## config.mk

```make
export PLATFORM = sky130hd
export DESIGN_NAME = seq_pulse_ctrl
export DESIGN_NICKNAME = d
export VERILOG_FILES = /design/src/rtl/seq_pulse_ctrl.sv
export SDC_FILE = /design/constraint.sdc
export NUM_CORES = 1
export LEC_CHECK = 0
export CORE_ASPECT_RATIO = 0.7
export CORE_MARGIN = 1
export CORE_UTILIZATION = 28
export DETAILED_ROUTE_END_ITERATION = 16
export GPL_ROUTABILITY_DRIVEN = 0
export REMOVE_ABC_BUFFERS = 1
export SLEW_MARGIN = 20
export SYNTH_ARGS = -nofsm -noshare
export SYNTH_HDL_FRONTEND = slang
export SYNTH_SLANG_ARGS = --single-unit
```

## constraint.sdc

```tcl
create_clock -name clk -period 3.8 [get_ports clk]
set_input_delay 0.95 -clock clk [delete_from_list [all_inputs] [get_ports clk]]
set_output_delay 0.95 -clock clk [all_outputs]
set_load 0.02 [all_outputs]
```

## src/rtl/seq_pulse_ctrl.sv

```systemverilog
// seq_pulse_ctrl: plays a table of DDS pulse slots (tune, settle, gate, delay).
// dds_frq_valid is a one-cycle load strobe with no back-pressure: the sine
// source must take dds_frq/dds_phase on the cycle the strobe is high, and
// signals readiness of its output through dds_out_valid (level, no handshake).
module seq_pulse_ctrl #(
  parameter int N_PULSE    = 4,
  parameter int SETTLE_CYC = 8
) (
  input  logic        clk,
  input  logic        rst_n,
  input  logic        cfg_we,
  input  logic [5:0]  cfg_addr,
  input  logic [31:0] cfg_wdata,
  input  logic [4:0]  n_pulses,
  input  logic        start,
  input  logic        abort,
  output logic        busy,
  output logic        done,
  output logic [3:0]  cur_pulse,
  output logic [31:0] dds_frq,
  output logic [31:0] dds_phase,
  output logic        dds_frq_valid,
  input  logic        dds_out_valid,
  input  logic [15:0] dds_out,
  output logic        tx_en,
  output logic [15:0] tx_data,
  output logic [2:0]  dbg_state
);

  typedef enum logic [2:0] {IDLE, LOAD, SETTLE, PULSE, DELAY, DONE} state_t;

  localparam logic [4:0] N_MAX     = 5'(N_PULSE);
  localparam logic [7:0] SETTLE_M1 = 8'(SETTLE_CYC - 1);

  logic [31:0] tab_frq [N_PULSE];
  logic [31:0] tab_ph  [N_PULSE];
  logic [31:0] tab_len [N_PULSE];
  logic [31:0] tab_dly [N_PULSE];

  state_t      state, nxt_state;
  logic        load_en, adv, n_ok, last_slot;
  logic [3:0]  load_idx;
  logic [4:0]  n_lat;
  logic [7:0]  settle_cnt;
  logic [31:0] len_cnt, dly_cnt;
  logic [31:0] sel_frq, sel_ph, sel_len, sel_dly;

  assign dbg_state = state;

  // Sequence table; writes to slots beyond the table simply match no entry.
  always_ff @(posedge clk or negedge rst_n) begin
    if (!rst_n) begin
      for (int k = 0; k < N_PULSE; k++) begin
        tab_frq[k] <= '0;
        tab_ph[k]  <= '0;
        tab_len[k] <= '0;
        tab_dly[k] <= '0;
      end
    end else if (cfg_we) begin
      for (int k = 0; k < N_PULSE; k++) begin
        if (cfg_addr[5:2] == 4'(k)) begin
          case (cfg_addr[1:0])
            2'd0:    tab_frq[k] <= cfg_wdata;
            2'd1:    tab_ph[k]  <= cfg_wdata;
            2'd2:    tab_len[k] <= cfg_wdata;
            default: tab_dly[k] <= cfg_wdata;
          endcase
        end
      end
    end
  end

  // Read port for the slot about to be loaded.
  always_comb begin
    sel_frq = '0;
    sel_ph  = '0;
    sel_len = '0;
    sel_dly = '0;
    for (int k = 0; k < N_PULSE; k++) begin
      if (load_idx == 4'(k)) begin
        sel_frq = tab_frq[k];
        sel_ph  = tab_ph[k];
        sel_len = tab_len[k];
        sel_dly = tab_dly[k];
      end
    end
  end

  // Next-state decode; zero-length pulse/delay phases are skipped outright,
  // and abort overrides everything including a pending load.
  always_comb begin
    nxt_state = state;
    load_en   = 1'b0;
    load_idx  = cur_pulse;
    adv       = 1'b0;
    n_ok      = (n_pulses != 5'd0) && (n_pulses <= N_MAX);
    last_slot = (({1'b0, cur_pulse} + 5'd1) >= n_lat);
    case (state)
      IDLE: begin
        if (start) begin
          if (n_ok) begin
            nxt_state = LOAD;
            load_en   = 1'b1;
            load_idx  = 4'd0;
          end else begin
            nxt_state = DONE;
          end
        end
      end
      LOAD: nxt_state = SETTLE;
      SETTLE: begin
        if ((settle_cnt >= SETTLE_M1) && dds_out_valid) begin
          if (len_cnt != 32'd0)      nxt_state = PULSE;
          else if (dly_cnt != 32'd0) nxt_state = DELAY;
          else                       adv = 1'b1;
        end
      end
      PULSE: begin
        if (len_cnt == 32'd1) begin
          if (dly_cnt != 32'd0) nxt_state = DELAY;
          else                  adv = 1'b1;
        end
      end
      DELAY: begin
        if (dly_cnt == 32'd1) adv = 1'b1;
      end
      DONE:    nxt_state = IDLE;
      default: nxt_state = IDLE;
    endcase
    if (adv) begin
      if (last_slot) begin
        nxt_state = DONE;
      end else begin
        nxt_state = LOAD;
        load_en   = 1'b1;
        load_idx  = cur_pulse + 4'd1;
      end
    end
    if (abort) begin
      nxt_state = IDLE;
      load_en   = 1'b0;
    end
  end

  // State register and registered outputs, all derived from the next state.
  always_ff @(posedge clk or negedge rst_n) begin
    if (!rst_n) begin
      state         <= IDLE;
      busy          <= 1'b0;
      done          <= 1'b0;
      dds_frq_valid <= 1'b0;
      tx_en         <= 1'b0;
      tx_data       <= '0;
      dds_frq       <= '0;
      dds_phase     <= '0;
      cur_pulse     <= '0;
      n_lat         <= '0;
      len_cnt       <= '0;
      dly_cnt       <= '0;
      settle_cnt    <= '0;
    end else begin
      state         <= nxt_state;
      busy          <= (nxt_state == LOAD) || (nxt_state == SETTLE) ||
                       (nxt_state == PULSE) || (nxt_state == DELAY) ||
                       ((nxt_state == DONE) && (state != IDLE));
      done          <= (nxt_state == DONE);
      dds_frq_valid <= load_en;
      tx_en         <= (nxt_state == PULSE);
      tx_data       <= (nxt_state == PULSE) ? dds_out : 16'd0;
      if ((state == IDLE) && start && !abort) n_lat <= n_pulses;
      if (load_en) begin
        cur_pulse <= load_idx;
        dds_frq   <= sel_frq;
        dds_phase <= sel_ph;
        len_cnt   <= sel_len;
        dly_cnt   <= sel_dly;
      end else begin
        if (nxt_state == IDLE) cur_pulse <= '0;
        if (state == PULSE)    len_cnt   <= len_cnt - 32'd1;
        if (state == DELAY)    dly_cnt   <= dly_cnt - 32'd1;
      end
      if ((state == SETTLE) && (nxt_state == SETTLE)) begin
        if (settle_cnt != 8'hFF) settle_cnt <= settle_cnt + 8'd1;
      end else begin
        settle_cnt <= '0;
      end
    end
  end

endmodule

```

### Yosys cells after proc, flatten, opt, wreduce, memory -nomap -nowiden

Index checks and enable logic that the tools add are counted.

| word-level totals | value |
|---|---|
| bits in writable memories | 0 |
| latch bits | 0 |
| logic and storage cells | 151 |
| memories | 0 |
| bits of input ports | 65 |
| output and inout port bits | 91 |
| memory bits (read-only) | 0 |
| register bits | 680 |

| cells by class | value |
|---|---|
| bitwise logic cells | 1 |
| equal/unequal tests | 21 |
| magnitude comparators | 3 |
| shifts and indexed selects | 0 |
| muxes and demuxes | 52 |
| reductions and logical operators | 40 |
| divide/modulo/power cells | 0 |
| $mul | 0 |
| add/sub/neg operators | 5 |

Operators by type and width:

| cell | count |
|---|---|
| two-way mux 32 bit | 20 |
| equality test 32 x 1 -> 1 bit (second input constant) | 2 |
| nonzero test 32 bit | 2 |
| subtractor 32 x 1 -> 32 bit (second input constant) | 2 |
| AND reduction 3 bit | 16 |
| two-way mux 4 bit | 7 |
| two-way mux 3 bit | 9 |
| equality test 4 x 2 -> 1 bit (second input constant) | 4 |
| two-way mux 16 bit | 1 |
| two-way mux 8 bit | 2 |
| case mux 3 bit (5 select lines) | 1 |
| equality test 3 x 2 -> 1 bit (second input constant) | 4 |
| two-way mux 1 bit | 11 |
| equality test 3 bit (second input constant) | 3 |
| adder 8 x 1 -> 8 bit (second input constant) | 1 |
| equality test 4 x 1 -> 1 bit (second input constant) | 2 |
| >= comparator 8 x 3 -> 1 bit (second input constant) | 1 |
| zero test 4 bit | 2 |
| != test 8 bit (second input constant) | 1 |
| equality test 3 x 1 -> 1 bit (second input constant) | 2 |
| logical AND 1 bit | 6 |
| zero test 3 bit | 2 |
| nonzero test 2 bit | 3 |
| adder 4 x 1 -> 5 bit (second input constant) | 1 |
| other kinds (14) | 17 |

### Depth between registers and ports, before layout

| logic depth | value |
|---|---|
| depth in word-level cells | 13 |
| gate-level depth with buffers | 15 |
| depth with buffers taken out | 11 |

### Worst setup path after synthesis

No wires, ideal clock.

| timing path | value |
|---|---|
| path type | flip-flop to flip-flop |
| start | reg cur_pulse[1] |
| end | reg dds_frq[10] |
| data required time | 3.731 ns |
| path slack | 0.393 ns |
| stages on the path, launching flop included | 16 |
| arrival time | 3.338 ns |
| buffers on the path | 4 |
| setup time | 0.069 ns |
| clock period less this slack | 3.407 ns |
| cell sequence | dfrtp_1 ha_1 xor2_1 ha_1 a21oi_1 o21ai_0 a31oi_1 clkbuf_1 a311oi_1 or2_1 clkbuf_1 nor2_4 buf_2 buf_2 o2111ai_1 nand3_1 |

| on the way | value |
|---|---|
| cells in the longest elaborated chain, start to end | 10 |
| elaborated cells between the ends (all ways) | 19 |
| classes of those cells | add/sub: 2; order compare: 1; eq/ne: 3; mux: 12; reduce/logical: 1 |

RTL lines:

| element | line | source |
|---|---|---|
| start, declared | 19 | `output logic [3:0] cur_pulse,` |
| start signal, assigned | 172 | `cur_pulse <= load_idx;` |
| parallel branches: the longest is 10 deep, another holds adder 4 x 1 -> 5 bit | - |  |
| end signal, assigned | 173 | `dds_frq <= sel_frq;` |
| end, declared | 20 | `output logic [31:0] dds_frq,` |

Parallel ways; which one is timed is not known.
A chain may end at the register's enable or synchronous reset.

### Final worst setup path

| timing path | value |
|---|---|
| start | reg dly_cnt[26] |
| end | reg len_cnt[5] |

| on the way | value |
|---|---|
| cells in the longest elaborated chain, start to end | 12 |
| elaborated cells between the ends (all ways) | 21 |
| classes of those cells | eq/ne: 4; mux: 14; reduce/logical: 3 |

RTL lines:

| element | line | source |
|---|---|---|
| start, declared | 45 | `logic [31:0] len_cnt, dly_cnt;` |
| start signal, assigned | 176 | `dly_cnt <= sel_dly;` |
| start signal, assigned | 180 | `if (state == DELAY) dly_cnt <= dly_cnt - 32'd1;` |
| nonzero test 32 bit | 114, 120 |  |
| two-way mux 1 bit | 114, 120 |  |
| two-way mux 1 bit | 113 | `if (len_cnt != 32'd0) nxt_state = PULSE;` |
| two-way mux 1 bit | 112 | `if ((settle_cnt >= SETTLE_M1) && dds_out_valid) begin` |
| case mux 1 bit (3 select lines) (*) | 98 | `case (state)` |
| two-way mux 4 bit | 130 | `if (adv) begin` |
| zero test 4 bit | 80 | `if (load_idx == 4'(k)) begin` |
| two-way mux 32 bit (4 in series) | 80 |  |
| two-way mux 32 bit | 171 | `if (load_en) begin` |
| end signal, assigned | 175 | `len_cnt <= sel_len;` |
| end signal, assigned | 179 | `if (state == PULSE) len_cnt <= len_cnt - 32'd1;` |
| end, declared | 45 |  |

Mark *: on every way between the ends. The rest lies on a longest branch, timed or not.

==> results.txt <==
----------------------------------------------------
[Critical path]
  Critical path class ... reg2reg
  Number of buffer and inverter stages on the critical path ... 4
  Peak fanout along the critical path ... 18
  Critical path launch point type ... flip-flop
  Crit path arrival time ... 4.17 ns
  Delay of the slowest critical-path stage ... 0.57 ns
  Critical path data required time ... 4.32 ns
  Kind of cell with the highest combined delay on the critical path ... simple AND/OR/NAND/NOR gates
  Crit. End Element ... flip-flop
  Max stage delay cell, worst path ... sky130_fd_sc_hd__or4_1
  Critical-path cell list ... or4_1 > or3_1 > and4bb_2 > buf_4 > nand2_2 > o31ai_4 > buf_4 > nand2_8 > clkinv_1 > buf_4 > nor2_1 > a211o_1
  Most prevalent standard cell on the critical path ... sky130_fd_sc_hd__buf_4

[Timing]
  Remaining max-slew budget at the tightest pin ... 40.5%
  Worst Skew ... 0.0220 ns
  Final setup violation count ... 0
  Final critical delay including setup and external delays ... 3.65 ns
  Max Slew Vio Count ... 0
  Peak clock frequency supported by timing ... 0.274 GHz
  Least-Margin Pin Slew ... 0.889 ns
  Final clock period utilization by the worst path ... 96.1%
  Fin. Hold Viols ... 0
  Setup repair after global routing missed its margin ... yes

[Global route]
  Busiest layer in global routing ... met1
  Met1 layer usage reported by global route ... 26.3%
  Global-route met3 utilization ... 3.09%
  GRT Total Usage ... 16.7%
  Met2 routing resource usage after global routing ... 23.4%
  Maximum number of pins on one net before global-route repair ... 89
  First-pass GRT wire length ... 148000 um
  Total overflow reported by the global router ... 0
  Number of global-route vias before repair ... 22800
  Initial antenna violation count ... 0

[Power]
  Overall power consumption ... 18.8 mW
  Total leakage power ... 16.9 nW
  Worst voltage drop across the vdd grid ... 0.343 mV
  Power density normalized to cell area ... 489 nW/um2

[Die]
  Horizontal extent of the die ... 404 um
  Die extent in y ... 283 um
  Placeable core region ... 111000 um2
  Die ar. ... 114000 um2
  Initial standard-cell utilization of the core ... 28.4%
  Row count ... 102
  Number of top-level pins ... 156

[Yosys]
  Library cell with the largest summed area after synthesis ... sky130_fd_sc_hd__dfrtp_1
  Synth Area per Inst ... 12.1 um2
  Gate count of the mapped netlist ... 2601
  Cell area after technology mapping ... 31600 um2
  EDFF count, synth ... 0
  Dominant register cell in the synthesized netlist ... sky130_fd_sc_hd__dfrtp_1
  Most area-consuming cells after synthesis ... sky130_fd_sc_hd__dfrtp_1 54%, sky130_fd_sc_hd__mux2_2 19%, sky130_fd_sc_hd__o21ai_0 2.9%
  Register bit total from synthesis ... 680
  Number of warning messages in the yosys log ... 0
  Distinct cell type count after synthesis ... 73
  Proportion of synthesized flip-flops having asynchronous set or reset ... 100%
  Sequential fraction of the synthesis area ... 53.9%
  Top cell type's share of synthesized area ... 53.9%

[Placed design]
  Post-DP HPWL ... 59800 um
  I/O Buffers ... 155
  Placed cell areas ... 36100 um2

[Drt]
  Number of DRC violations after detailed-routing iteration 0 ... 2005
  DR pass1 iterations ... 7
  Post-detailed-route count of antenna-violating nets ... 0
  DRC violation count after routing ... 0
  Drt total wl ... 96500 um
  Vias after detailed routing ... 22700
  Via count normalized by instance count ... 5.27
  Average routed wire per standard cell ... 22.4 um

[Final layout]
  Most frequent cells in the layout ... 680 x sky130_fd_sc_hd__dfrtp_1, 532 x sky130_fd_sc_hd__mux2_2, 186 x sky130_fd_sc_hd__o21ai_0, 154 x sky130_fd_sc_hd__clkdlybuf4s50_1, 138 x sky130_fd_sc_hd__nand3_1
  Ratio of cells with drive above 1 in the final layout ... 30.2%
  Layout overhead on the synthesized area ... 21.6%
  Non-Filler Cell Area, Final ... 38400 um2
  Most frequent standard cell in the layout excluding fill and tap cells ... sky130_fd_sc_hd__dfrtp_1
  Post-layout nets ... 2833

[Clock tree]
  Clk_lat worst skew ... 0.64 ns
  Clock sinks ... 680
  Root buffer cell ... sky130_fd_sc_hd__clkbuf_16
  Clock tree from TritonCTS ... yes
  Clock slew seen by the registers of the worst setup and hold paths ... 0.06 ns
  Number of clock buffers inserted by TritonCTS ... 67
  H-tree depth reported by CTS ... 3
  Maximum root-to-sink buffer count ... 3

[Hold path]
  Worst Hold Class ... in2async

[Job]
  Max-cap violations ... 0

[Outcome]
  Run status ... finished, final reports clean

----------------------------------------------------
worst paths after layout:
kind                                          start                        to  slack, ns  cells after the start
max in group asynchronous                     rst_n  tab_dly[108]$_DFFE_PN0P_       2.44                      2
max reg2reg                 dly_cnt[26]$_DFFE_PN0P_    len_cnt[5]$_DFFE_PN0P_       0.15                     12
min                                           rst_n  dds_phase[0]$_DFFE_PN0P_       0.33                      1
min in group clk           tab_len[110]$_DFFE_PN0P_  tab_len[110]$_DFFE_PN0P_       0.50                      1
min reg2reg                tab_len[110]$_DFFE_PN0P_  tab_len[110]$_DFFE_PN0P_       0.50                      1
max                         dly_cnt[26]$_DFFE_PN0P_    len_cnt[5]$_DFFE_PN0P_       0.15                     12
flip-flops by register name, indices dropped and copies added (netlist names), 16 cells and up:
signal and flops:
tab_frq 128, tab_ph 128, dly_cnt 32, tab_len 128
tab_dly 128, len_cnt 32, dds_frq 32, tx_data 16
dds_phase 32
cells in the mapped netlist (3+ instances only):
master and count:
sky130_fd_sc_hd__dfrtp_1 680, sky130_fd_sc_hd__mux2_2 532, sky130_fd_sc_hd__o21ai_0 186, sky130_fd_sc_hd__clkbuf_1 169, sky130_fd_sc_hd__nand3_1 138, sky130_fd_sc_hd__nand2_1 82, sky130_fd_sc_hd__and3_1 77, sky130_fd_sc_hd__a211o_1 57
sky130_fd_sc_hd__mux2i_1 57, sky130_fd_sc_hd__nor2_1 57, sky130_fd_sc_hd__a22oi_1 55, sky130_fd_sc_hd__a21o_1 54, sky130_fd_sc_hd__o2111ai_1 53, sky130_fd_sc_hd__xor2_1 43, sky130_fd_sc_hd__o211ai_1 38, sky130_fd_sc_hd__nor3_1 37
sky130_fd_sc_hd__buf_1 23, sky130_fd_sc_hd__buf_2 23, sky130_fd_sc_hd__xnor2_1 23, sky130_fd_sc_hd__a21oi_1 20, sky130_fd_sc_hd__nor4_1 18, sky130_fd_sc_hd__inv_1 15, sky130_fd_sc_hd__o221ai_1 15, sky130_fd_sc_hd__a221o_1 13
sky130_fd_sc_hd__ha_1 13, sky130_fd_sc_hd__or3_1 9, sky130_fd_sc_hd__a31oi_1 8, sky130_fd_sc_hd__and2_1 8, sky130_fd_sc_hd__buf_4 8, sky130_fd_sc_hd__or4_1 8, sky130_fd_sc_hd__nand4_1 7, sky130_fd_sc_hd__nand2b_1 5
sky130_fd_sc_hd__nand3b_1 5, sky130_fd_sc_hd__nor4_4 4, sky130_fd_sc_hd__o31ai_1 4, sky130_fd_sc_hd__a211oi_1 3, sky130_fd_sc_hd__a221oi_2 3, sky130_fd_sc_hd__a22o_1 3, sky130_fd_sc_hd__a31o_2 3, sky130_fd_sc_hd__nor2b_1 3
sky130_fd_sc_hd__nor3b_1 3
power by group:
group,switching [mW],internal [mW]
registers,0.715,8.28
clock network,2.99,3.93
logic,1.41,1.44
total,5.12,13.6
layer usage:
layer	vias to the layer above	wire, um
li1	9939	-
met1	11900	48700
met2	771	40500
met3	97	6100
met4	0	1210
met5	-	0
cell families after synthesis:
logic type	count (synthesis)	synth area share (%)
AOI/OAI and AO/OA	534	11.9
xor gates and xnor gates	66	1.83
adders and majority gates	13	0.515
buffers and inverters	242	3.12
DFF	680	53.9
muxes	589	20.8
and+or+nand+nor	477	8.06
layout make-up:
type,instances,area (um2)
antenna,1,2.50
clock buffer,99,2030
clock inverter,20,219
fill,11000,72900
inverter,16,60.1
multi-input combinational,1679,13800
sequential,680,17000
tap,1508,1890
timing repair buffer,311,3440
worst reg2reg max path: stages, from the launching register on:
cell                       delay [ns]
sky130_fd_sc_hd__dfrtp_1         0.40
sky130_fd_sc_hd__or4_1           0.57
sky130_fd_sc_hd__or3_1           0.42
sky130_fd_sc_hd__and4bb_2        0.44
sky130_fd_sc_hd__buf_4           0.16
sky130_fd_sc_hd__nand2_2         0.12
sky130_fd_sc_hd__o31ai_4         0.26
sky130_fd_sc_hd__buf_4           0.24
sky130_fd_sc_hd__nand2_8         0.17
sky130_fd_sc_hd__clkinv_1        0.14
sky130_fd_sc_hd__buf_4           0.26
sky130_fd_sc_hd__nor2_1          0.12
sky130_fd_sc_hd__a211o_1         0.23
repair_timing:
item	4_1_cts	5_1_grt
resized for setup	0	2
hold endpoints to repair	0	0
setup buffers	0	1
endpoints found under the setup margin	0	6
hold buffers	0	0
per-stage QoR:
| stage | cells | worst slack (ns) | TNS [ns] | util [%] | hold WS, ns |
|---|---|---|---|---|---|
| final | 4314 | 0.150 | 0 | 34.5 | 0.328 |
| after detailed placement | 4193 | -0.0567 | -0.0776 | 32.5 | 0.487 |
| after global placement | 4193 | -0.0450 | -0.148 | 32.5 | 0.480 |
| after global routing | 4313 | -0.00190 | -0.00190 | 34.5 | 0.376 |
| after floorplan | 2375 | -5.12 | -502.49 | - | 0.471 |
| after CTS | 4312 | 0.141 | 0 | 34.5 | 0.369 |
Note: power is estimated with default switching activity, not from simulation.
==> RTL edit: new RTL, config.mk and constraints unchanged <==
Change the parameter `N_PULSE` from 4 to 2.
--- a/src/rtl/seq_pulse_ctrl.sv
+++ b/src/rtl/seq_pulse_ctrl.sv
@@ -3,7 +3,7 @@
 // source must take dds_frq/dds_phase on the cycle the strobe is high, and
 // signals readiness of its output through dds_out_valid (level, no handshake).
 module seq_pulse_ctrl #(
-  parameter int N_PULSE    = 4,
+  parameter int N_PULSE    = 2,
   parameter int SETTLE_CYC = 8
 ) (
   input  logic        clk,
Behaviour: not the same (a bounded check fails within 4 cycles, from zero or initial values and one cycle with rst_n low).
==> RTL edit against the original RTL <==
Non-clock buffer count fell by 96. Worst hold slack improved by 0.030 ns. Power fell by 42%. Sequential cell count fell by 256. Final cell count fell by 41%. Final area fell by 40%. Critical path depth fell by 2. Wire length fell by 53%. Area after synthesis fell by 41%. Global-route usage fell by 2.9 points. Worst setup slack improved by 0.071 ns. Via count fell by 48%. Clock power fell by 34%. Critical path type unchanged. Critical endpoint is now dly_cnt[25]. Largest cell class unchanged. Highest routed layer is now met5.
==> RTL edit: results <==
group,metric,value,unit
cts,htree_levels,2,
logic_synthesis,syn_avg_cell_area,12.83,µm²
detailed_routing,route.met2.wl,19.73,mm
place,dp_hpwl,30.99,mm
logic_synthesis,ys_top_cells_by_area,"dfrtp_1, mux2_2, mux2i_1",
place,post-place-ws,-0.2300,ns
detailed_routing,via_per_inst,4.655,
timing,tightestPinTransition,0.6793,ns
grt,use_met3,0.02152,
detailed_routing,wl_met3,1.636,mm
place,dpl_cell_area,0.02158,mm²
final_layout,drive_above_1_share,0.2580,
detailed_routing,vias,11840,
grt,use_met1,0.2055,
detailed_routing,wire_per_inst,17.86,µm
outcome,status,"complete, no violations",
logic_synthesis,synth_cell_types,55,
logic_synthesis,seq_area_frac_synth,0.5735,
detailed_routing,dr.pass1.iters,5,
grt,antenna_found_initial,2,
cts,clkLatencyLatePin,0.58,ns
floorplanning,die_area,0.06712,mm²
worst_setup_path,cp_max_fo,22,
worst_setup_path,slowest_stage,"or4_4",
power_and_ir_drop,ir_drop,0.2870,mV
detailed_routing,drt-met1-wl,23.29,mm
grt,grt_pass1_wl,72.53,mm
-- RTL edit: changes by cell type in the layout (fill, tap and decap cells not counted), moves of 52 or more --
cell,before,now
mux2_2,532,258
a211o_1,57,0
a22oi_1,55,1
o21ai_0,186,70
and3_1,77,24
dfrtp_1,680,424
o2111ai_1,53,0
buf_4,98,37
mux2i_1,57,126
nand3_1,138,10
a21o_1,54,2
-- RTL edit: critical path: cells and delay by family (launching register included) --
family	cells	cell delay, ns
simple gates	4	1.38
compound gates	2	0.65
mux	2	0.61
flops	1	0.41
buf+inv	2	0.38
-- RTL edit: power by group --
group | internal, mW | total, mW | switching (mW)
combinational | 0.543 | 1.03 | 0.483
clock | 2.76 | 4.60 | 1.84
sequential | 4.96 | 5.22 | 0.261
-- RTL edit: worst paths after layout --
path	from	end	slack, ns
worst max register to register	len_cnt[22]	dly_cnt[25]	0.22
min in group clk	dds_frq[3]	dds_frq[3]	0.48
max in group asynchronous	rst_n	tab_ph[26]	2.50
worst max-delay path	len_cnt[22]	dly_cnt[25]	0.22
worst min register to register	dds_frq[3]	dds_frq[3]	0.48
worst min-delay path	rst_n	tx_data[5]	0.36
-- RTL edit: layout make-up --
type	count	area, µm²
fillers	6269	41950
multi-input cells	931	7526
inverters	13	48.80
clock inverters	19	260.3
clock buffers	61	1306
flip-flops and latches	424	10610
repair buffers	215	2295
well taps	880	1101
-- RTL edit: logic make-up after synthesis --
family / Yosys count / synth area share
AO/OA/AOI/OAI: 178 / 0.06182
adder cells (fa/ha/maj): 13 / 0.008792
multiplexers: 385 / 0.2258
XOR/XNOR: 67 / 0.03172
flip-flops: 424 / 0.5735
buffers and inverters: 87 / 0.02164
AND/OR/NAND/NOR: 288 / 0.07676
